<file path="config.mk">
export PLATFORM = sky130hd
export DESIGN_NAME = serial_rx
export DESIGN_NICKNAME = d
export VERILOG_FILES = /design/src/rtl/serial_pkg.sv /design/src/rtl/serial_rx_fifo.sv /design/src/rtl/serial_rx.sv
export SDC_FILE = /design/constraint.sdc
export NUM_CORES = 1
export LEC_CHECK = 0
export ABC_AREA = 0
export CORE_ASPECT_RATIO = 0.5
export CORE_UTILIZATION = 30
export CTS_CLUSTER_SIZE = 25
export DETAILED_ROUTE_END_ITERATION = 12
export PLACE_DENSITY = 0.49
export SLEW_MARGIN = 20
export SYNTH_ARGS = -nofsm -noshare
export SYNTH_HDL_FRONTEND = slang
export SYNTH_SLANG_ARGS = --single-unit
</file>
<file path="constraint.sdc">
create_clock -name clk -period 9.7 [get_ports clk]
set_input_delay 2.425 -clock clk [delete_from_list [all_inputs] [get_ports clk]]
set_output_delay 2.425 -clock clk [all_outputs]
set_load 0.05 [all_outputs]
</file>
<file path="src/rtl/serial_pkg.sv">
// Shared definitions for the serial_rx receiver: register offsets, FSM encoding and DATA word layout.
package serial_pkg;

  // Word offsets decoded from mem_addr[3:2]
  localparam logic [1:0] RegCtrl = 2'd0;
  localparam logic [1:0] RegData = 2'd1;
  localparam logic [1:0] RegStat = 2'd2;
  localparam logic [1:0] RegRsvd = 2'd3;

  localparam int unsigned SERIAL_MIN_DIV = 4;

  // DATA word bit positions
  localparam int unsigned DataValidBit = 31;
  localparam int unsigned DataPeBit    = 9;
  localparam int unsigned DataFeBit    = 8;

  typedef enum logic [2:0] {
    StWaitIdle,
    StIdle,
    StStart,
    StData,
    StParity,
    StStop
  } rx_state_e;

endpackage

</file>
<file path="src/rtl/serial_rx_fifo.sv">
// Synchronous FIFO for received entries; push and pop may coincide in any state, including full.
module serial_rx_fifo #(
  parameter int unsigned DEPTH = 8,
  parameter int unsigned WIDTH = 10
) (
  input  logic                     clk,
  input  logic                     rst,
  input  logic                     push,
  input  logic [WIDTH-1:0]         wdata,
  input  logic                     pop,
  output logic [WIDTH-1:0]         rdata,
  output logic                     full,
  output logic                     empty,
  output logic [$clog2(DEPTH):0]   count
);

  localparam int unsigned AW = $clog2(DEPTH);
  localparam logic [AW:0] FullCnt = (AW+1)'(DEPTH);

  logic [WIDTH-1:0] mem_q [DEPTH];
  logic [AW-1:0]    wptr_q, rptr_q;
  logic [AW:0]      cnt_q;
  logic             do_push, do_pop;

  assign empty   = (cnt_q == '0);
  assign full    = (cnt_q == FullCnt);
  assign count   = cnt_q;
  assign rdata   = mem_q[rptr_q];
  assign do_pop  = pop && !empty;
  // A pop frees the slot the same cycle, so a push on a full FIFO still lands
  assign do_push = push && (!full || do_pop);

  always_ff @(posedge clk) begin
    if (do_push) mem_q[wptr_q] <= wdata;
  end

  always_ff @(posedge clk or posedge rst) begin
    if (rst) begin
      wptr_q <= '0;
      rptr_q <= '0;
      cnt_q  <= '0;
    end else begin
      if (do_push) wptr_q <= wptr_q + 1'b1;
      if (do_pop)  rptr_q <= rptr_q + 1'b1;
      case ({do_push, do_pop})
        2'b10:   cnt_q <= cnt_q + 1'b1;
        2'b01:   cnt_q <= cnt_q - 1'b1;
        default: cnt_q <= cnt_q;
      endcase
    end
  end

endmodule

</file>
<file path="src/rtl/serial_rx.sv">
// Memory-mapped 8N1 serial receiver with entry FIFO.
// Define SERIAL_RX_PARITY_EN to expect an even-parity bit after data bit 7.
module serial_rx #(
  parameter int unsigned DEPTH = 8
) (
  input  logic        clk,
  input  logic        rst,
  input  logic        mem_valid,
  input  logic [31:0] mem_addr,
  input  logic [3:0]  mem_wstrb,
  input  logic [31:0] mem_wdata,
  output logic [31:0] mem_rdata,
  output logic        mem_ready,
  output logic        mem_error,
  input  logic        pin
);
  import serial_pkg::*;

  logic sync1, line;

  always_ff @(posedge clk or posedge rst) begin
    if (rst) begin
      sync1 <= 1'b1;
      line  <= 1'b1;
    end else begin
      sync1 <= pin;
      line  <= sync1;
    end
  end

  rx_state_e   state_q, state_d;
  logic [15:0] div_q, d_q, d_d, cnt_q, cnt_d, div_eff;
  logic [2:0]  bit_q, bit_d;
  logic [7:0]  shreg_q, shreg_d;
  logic        pe_q, pe_d;
  logic        push, expire;
  logic [9:0]  push_data;

  assign div_eff = (div_q < 16'(SERIAL_MIN_DIV)) ? 16'(SERIAL_MIN_DIV) : div_q;
  assign expire  = (cnt_q == 16'd1);

  always_comb begin
    state_d   = state_q;
    d_d       = d_q;
    cnt_d     = cnt_q;
    bit_d     = bit_q;
    shreg_d   = shreg_q;
    pe_d      = pe_q;
    push      = 1'b0;
    push_data = {pe_q, ~line, shreg_q};
    if (state_q inside {StStart, StData, StParity, StStop}) cnt_d = cnt_q - 16'd1;
    case (state_q)
      StWaitIdle: if (line) state_d = StIdle;
      StIdle: begin
        if (!line) begin
          state_d = StStart;
          d_d     = div_eff;
          cnt_d   = div_eff >> 1;
          bit_d   = 3'd0;
          pe_d    = 1'b0;
        end
      end
      StStart: begin
        if (expire) begin
          // A high line at mid-start is a glitch, not a frame
          if (line) begin
            state_d = StIdle;
          end else begin
            state_d = StData;
            cnt_d   = d_q;
          end
        end
      end
      StData: begin
        if (expire) begin
          shreg_d = {line, shreg_q[7:1]};
          cnt_d   = d_q;
          bit_d   = bit_q + 3'd1;
          if (bit_q == 3'd7) begin
`ifdef SERIAL_RX_PARITY_EN
            state_d = StParity;
`else
            state_d = StStop;
`endif
          end
        end
      end
`ifdef SERIAL_RX_PARITY_EN
      StParity: begin
        if (expire) begin
          pe_d    = line ^ (^shreg_q);
          cnt_d   = d_q;
          state_d = StStop;
        end
      end
`endif
      StStop: begin
        if (expire) begin
          push    = 1'b1;
          state_d = line ? StIdle : StWaitIdle;
        end
      end
      default: state_d = StWaitIdle;
    endcase
  end

  always_ff @(posedge clk or posedge rst) begin
    if (rst) begin
      state_q <= StWaitIdle;
      d_q     <= 16'(SERIAL_MIN_DIV);
      cnt_q   <= '0;
      bit_q   <= '0;
      shreg_q <= '0;
      pe_q    <= 1'b0;
    end else begin
      state_q <= state_d;
      d_q     <= d_d;
      cnt_q   <= cnt_d;
      bit_q   <= bit_d;
      shreg_q <= shreg_d;
      pe_q    <= pe_d;
    end
  end

  logic                   pop, full, empty;
  logic [9:0]             fifo_rdata;
  logic [$clog2(DEPTH):0] fifo_count;

  serial_rx_fifo #(
    .DEPTH(DEPTH),
    .WIDTH(10)
  ) u_fifo (
    .clk  (clk),
    .rst  (rst),
    .push (push),
    .wdata(push_data),
    .pop  (pop),
    .rdata(fifo_rdata),
    .full (full),
    .empty(empty),
    .count(fifo_count)
  );

  logic        accept, is_wr, err, ctrl_wr, stat_wr, ovf_q, fe_sticky_q;
  logic [1:0]  reg_sel;
  logic [31:0] rdata_d;
  logic        unused_bits;

  assign unused_bits = ^{mem_addr[31:4], mem_addr[1:0], mem_wdata[31:16]};
  assign accept  = mem_valid && !mem_ready;
  assign is_wr   = |mem_wstrb;
  assign reg_sel = mem_addr[3:2];
  assign err     = (reg_sel == RegRsvd) ||
                   (is_wr && ((mem_wstrb != 4'hf) || (reg_sel == RegData)));
  assign ctrl_wr = accept && is_wr && !err && (reg_sel == RegCtrl);
  assign stat_wr = accept && is_wr && !err && (reg_sel == RegStat);
  // Reads see the head before any same-cycle push
  assign pop     = accept && !is_wr && (reg_sel == RegData) && !empty;

  always_comb begin
    rdata_d = '0;
    if (accept && !is_wr && !err) begin
      case (reg_sel)
        RegCtrl: rdata_d = {16'b0, div_q};
        RegData: begin
          if (!empty) begin
            rdata_d[DataValidBit] = 1'b1;
            rdata_d[DataPeBit:0]  = fifo_rdata;
          end
        end
        RegStat: rdata_d = {16'b0, 8'(fifo_count), 6'b0, fe_sticky_q, ovf_q};
        default: rdata_d = '0;
      endcase
    end
  end

  always_ff @(posedge clk or posedge rst) begin
    if (rst) begin
      mem_ready   <= 1'b0;
      mem_error   <= 1'b0;
      mem_rdata   <= '0;
      div_q       <= 16'hffff;
      ovf_q       <= 1'b0;
      fe_sticky_q <= 1'b0;
    end else begin
      mem_ready <= accept;
      mem_error <= accept && err;
      mem_rdata <= rdata_d;
      if (ctrl_wr) div_q <= mem_wdata[15:0];
      if (push && full && !pop)          ovf_q <= 1'b1;
      else if (stat_wr && mem_wdata[0])  ovf_q <= 1'b0;
      if (push && (push_data[DataPeBit] || push_data[DataFeBit])) fe_sticky_q <= 1'b1;
      else if (stat_wr && mem_wdata[1])                           fe_sticky_q <= 1'b0;
    end
  end

endmodule

</file>
==> qor.csv <==
stage,metric,value,unit
final_layout,register area,0.00456,sq mm
clock_network,number of hold buffers added after cts,0,
global_route,global route total overflow,0,
timing,"Slew Viols, Final",0,
detailed_routing,overall via count from detail_route,4321,
timing,final cycle utilization of the critical path,54.3,%
final_layout,Post-Layout Cell Count,915,
worst_setup_path,critical path class,in2reg,
pwr,power density normalized to cell area,202,mW/mm^2
yosys,mean cell area of the mapped netlist,13.6,sq um
final_layout,area growth from synthesis to final layout,18.1,%
timing,transition time at the pin with the least slew margin,1030,ps
detailed_routing,routed len/inst,17.4,microns
pwr,clock power share,37.2,%
final_layout,area occupied by multi-input gates,0.00260,sq mm
die,effective utilization at floorplan,30.6,%
global_route,global-route usage over all layers,13.6,%
yosys,combined area of all synthesized cells,0.00734,sq mm
yosys,dominant combinational cell family by area after synthesis,multiplexers,
detailed_routing,antenna-violating nets left,0,
pwr,sequential share of power,49.9,%
clock_network,Inserted Clock Buffers,17,
clock_network,TritonCTS Sinks,167,
die,IO Count,106,
detailed_routing,iteration-0 DRC count of the detailed router,246,
pwr,combinational group share of total power,12.9,%
yosys,multiplexer fraction of the synthesized cell area,12.3,%
min_path,Hold/Removal Path Class,reg2reg,
timing,Worst slew margin,30.6,%
place,detailed placement HPWL,10.7,mm
pwr,leakage,0.00339,uW
die,Horiz. Die Dim,223,microns
yosys,"Warnings, synthesis",0,
global_route,number of global-route vias before repair,4385,
clock_network,TritonCTS clock tree,yes,
worst_setup_path,critical-path maximum fanout,9,
yosys,fraction of the mapped netlist area in compound gates,6.41,%
global_route,maximum number of pins on one net before global-route repair,61,
yosys,dominant synthesized flop cell,sky130_fd_sc_hd__dfrtp_1,
final_layout,share of layout cells above drive strength 1,19.5,%
final_layout,FILL cells,2289,
yosys,simple logic cell fraction of the synthesized area,11.3,%
clock_network,Post CTS Setup Buffer Count,0,
clock_network,Resized cells post-CTS,0,
timing,Final Critical Period,5270,ps
final_layout,net count of the finished layout,669,
place,count of buffers inserted at the top-level ports,44,
pwr,proportion of total power due to net switching,27.2,%
place,Cell Count Post-Placement,883,
die,core area,0.0240,sq mm
status,status,completed,
place,GP Congestion,0.782,
clock_network,Clk Tree Root Cell,sky130_fd_sc_hd__clkbuf_16,
detailed_routing,Routed WL,15.9,mm
worst_setup_path,arrival time reported for the critical path endpoint,5410,ps
timing,worst-case clock skew,12.4,ps
global_route,wire length of the first global-routing pass,25.6,mm
yosys,Yosys cell types,59,
pwr,maximum resistive drop on vdd,113,uV
yosys,Post-Synth Adder-Cell Area,1.81,%
pwr,Sw Pwr,477,uW
die,Die Area,0.0251,sq mm
pwr,internal power contribution,1280,uW
worst_setup_path,required time at the worst-slack endpoint,9840,ps
timing,final setup violating endpoints,0,
clock_network,maximum level of the CTS H-tree,4,
yosys,async set-reset flop share out of synthesis,56.9,%
clock_network,clock insertion delay at the later pin of the skew report,430,ps
die,DIE HEIGHT,113,microns
timing,RSZ-0062 raised after global routing,no,
yosys,post-synthesis sequential element count,167,
detailed_routing,number of remaining DRC errors,0,
yosys,synthesized instance count,540,
worst_setup_path,critical path launch point type,input port,
pwr,PnR Total Power,1750,uW
timing,maximum operating frequency,190,MHz
detailed_routing,vias per cell,4.72,
yosys,xor/xnor share of the synthesized area,2.39,%
worst_setup_path,endpoint type of the worst setup path,register,
yosys,sequential cell area fraction in the yosys report,62.2,%
global_route,antenna violations before repair,0,
final_layout,count of inserted antenna diode cells,0,
die,number of rows created at floorplan,40,
run,maximum capacitance violations,0,
timing,final number of hold-violating endpoints,0,
detailed_routing,number of detailed-route iterations in the first pass,4,
yosys,"EDFF count, synth",72,
clock_network,clock buffer depth,2,
clock_network,clock slew seen by the registers of the worst setup and hold paths,70,ps
timing,TNS Setup,0,ps
[power groups by stage]
stage                     clock [uW]  sequential, uW  combinational, uW
after global placement             0             889                226
final                            653             876                226
after CTS                        669             877                231
after global routing             697             887                257
after detailed placement           0             890                228
after floorplan                    0             865                190
[flip-flops by register name, summed over array words and instances (netlist names), 3 cells and up]
signal	count
u_fifo.mem_q	72
mem_rdata	17
cnt_q	16
d_q	16
div_q	16
shreg_q	8
u_fifo.count	4
bit_q	3
state_q	3
u_fifo.rptr_q	3
u_fifo.wptr_q	3
[Yosys cell counts, types with 2 or more instances]
master,n,area share [%]
sky130_fd_sc_hd__and2_1,5,0.43
sky130_fd_sc_hd__o22ai_1,15,1.3
sky130_fd_sc_hd__a21boi_0,7,0.72
sky130_fd_sc_hd__nor3_1,10,0.68
sky130_fd_sc_hd__o21ai_0,7,0.48
sky130_fd_sc_hd__xnor2_1,13,1.6
sky130_fd_sc_hd__mux2i_1,7,0.95
sky130_fd_sc_hd__buf_4,15,1.5
sky130_fd_sc_hd__dfstp_2,19,6.8
sky130_fd_sc_hd__buf_1,3,0.15
sky130_fd_sc_hd__mux2_2,28,4.3
sky130_fd_sc_hd__inv_1,12,0.61
sky130_fd_sc_hd__xor2_1,7,0.84
sky130_fd_sc_hd__nand2b_1,2,0.17
sky130_fd_sc_hd__a21o_1,4,0.41
sky130_fd_sc_hd__buf_2,7,0.48
sky130_fd_sc_hd__edfxtp_1,72,29
sky130_fd_sc_hd__ha_1,9,1.5
sky130_fd_sc_hd__nand2_1,64,3.3
sky130_fd_sc_hd__clkbuf_1,11,0.56
sky130_fd_sc_hd__nor4_1,9,0.77
sky130_fd_sc_hd__nor4_4,3,0.87
sky130_fd_sc_hd__dfrtp_1,76,26
sky130_fd_sc_hd__nor2_1,28,1.4
sky130_fd_sc_hd__a21oi_1,9,0.61
sky130_fd_sc_hd__and3_1,8,0.68
sky130_fd_sc_hd__nor2b_1,5,0.43
sky130_fd_sc_hd__nand3_1,7,0.48
sky130_fd_sc_hd__o41ai_1,2,0.24
sky130_fd_sc_hd__mux4_2,18,5.5
sky130_fd_sc_hd__nand4_1,5,0.43
sky130_fd_sc_hd__mux2_1,10,1.5
sky130_fd_sc_hd__a22oi_1,13,1.3
sky130_fd_sc_hd__nor3b_1,5,0.51
[cells in the final DEF (no fill, tap or decap), types with 15 or more instances in the layout]
cell type and n:
sky130_fd_sc_hd__dfrtp_1 76, sky130_fd_sc_hd__edfxtp_1 72, sky130_fd_sc_hd__nand2_1 64, sky130_fd_sc_hd__clkdlybuf4s50_1 44, sky130_fd_sc_hd__mux2_2 28, sky130_fd_sc_hd__nor2_1 27
sky130_fd_sc_hd__clkbuf_16 19, sky130_fd_sc_hd__dfstp_2 19, sky130_fd_sc_hd__mux4_2 18, sky130_fd_sc_hd__o22ai_1 15, sky130_fd_sc_hd__conb_1 15
[critical path, stage by stage]
cell	delay, ps
sky130_fd_sc_hd__clkdlybuf4s50_1	480
sky130_fd_sc_hd__nor4_4	530
sky130_fd_sc_hd__nand4_1	350
sky130_fd_sc_hd__inv_2	230
sky130_fd_sc_hd__o211ai_1	330
sky130_fd_sc_hd__nor4_2	760
sky130_fd_sc_hd__buf_4	290
[cell type report]
class / count / share of cell area (%)
clock inverter: 10 / 0.953
sequential: 167 / 52.6
timing repair buffer: 51 / 5.69
multi-input combinational: 337 / 30.0
clock buffer: 22 / 5.61
tap: 315 / 4.55
inverter: 13 / 0.592
[final timing paths]
check                                   start                      endpoint  slack (ps)  cells past startpoint
hold reg to reg               sync1$_DFF_PP1_                line$_DFF_PP1_         360                      0
max in group asynchronous                 rst          bit_q[2]$_DFFE_PP0P_        6150                      3
hold / removal                sync1$_DFF_PP1_                line$_DFF_PP1_         360                      0
min in group asynchronous                 rst           d_q[12]$_DFFE_PP0P_        2370                      2
setup reg to reg           cnt_q[6]$_DFF_PP0_  u_fifo.mem_q[2][1]$_DFFE_PP_        6250                      5
setup / recovery                 mem_wstrb[0]  u_fifo.mem_q[0][0]$_DFFE_PP_        4430                      7
[through the flow]
step | utilization [%] | hold WS (ps) | cell area (sq um) | setup slack [ps]
CTS | 36.1 | 363 | 8670 | 4330
detailed placement | 33.7 | 353 | 8100 | 3880
global route | 36.1 | 372 | 8670 | 4170
global placement | 33.7 | 355 | 8100 | 3880
finish | 36.1 | 361 | 8670 | 4430
floorplan | - | 345 | 7390 | 4720
[logic make-up after synthesis]
kind of cell | Yosys count
XOR/XNOR | 20
AND/OR/NAND/NOR | 161
flip-flops | 167
AO/OA/AOI/OAI | 68
multiplexers | 63
adder cells (fa/ha/maj) | 10
buffers and inverters | 50
other | 1
[metal layers]
layer | vias up | wire length, microns | GRT usage, % | part of all wire [%]
met3 | 10 | 463 | 3.14 | 2.9
met1 | 2196 | 7630 | 18.2 | 48
li1 | 2054 | - | - | -
met2 | 61 | 7630 | 22.1 | 48
met4 | 0 | 163 | 4.05 | 1.0
met5 | - | 0 | 0 | 0
Note: power is estimated with default switching activity, not from simulation.
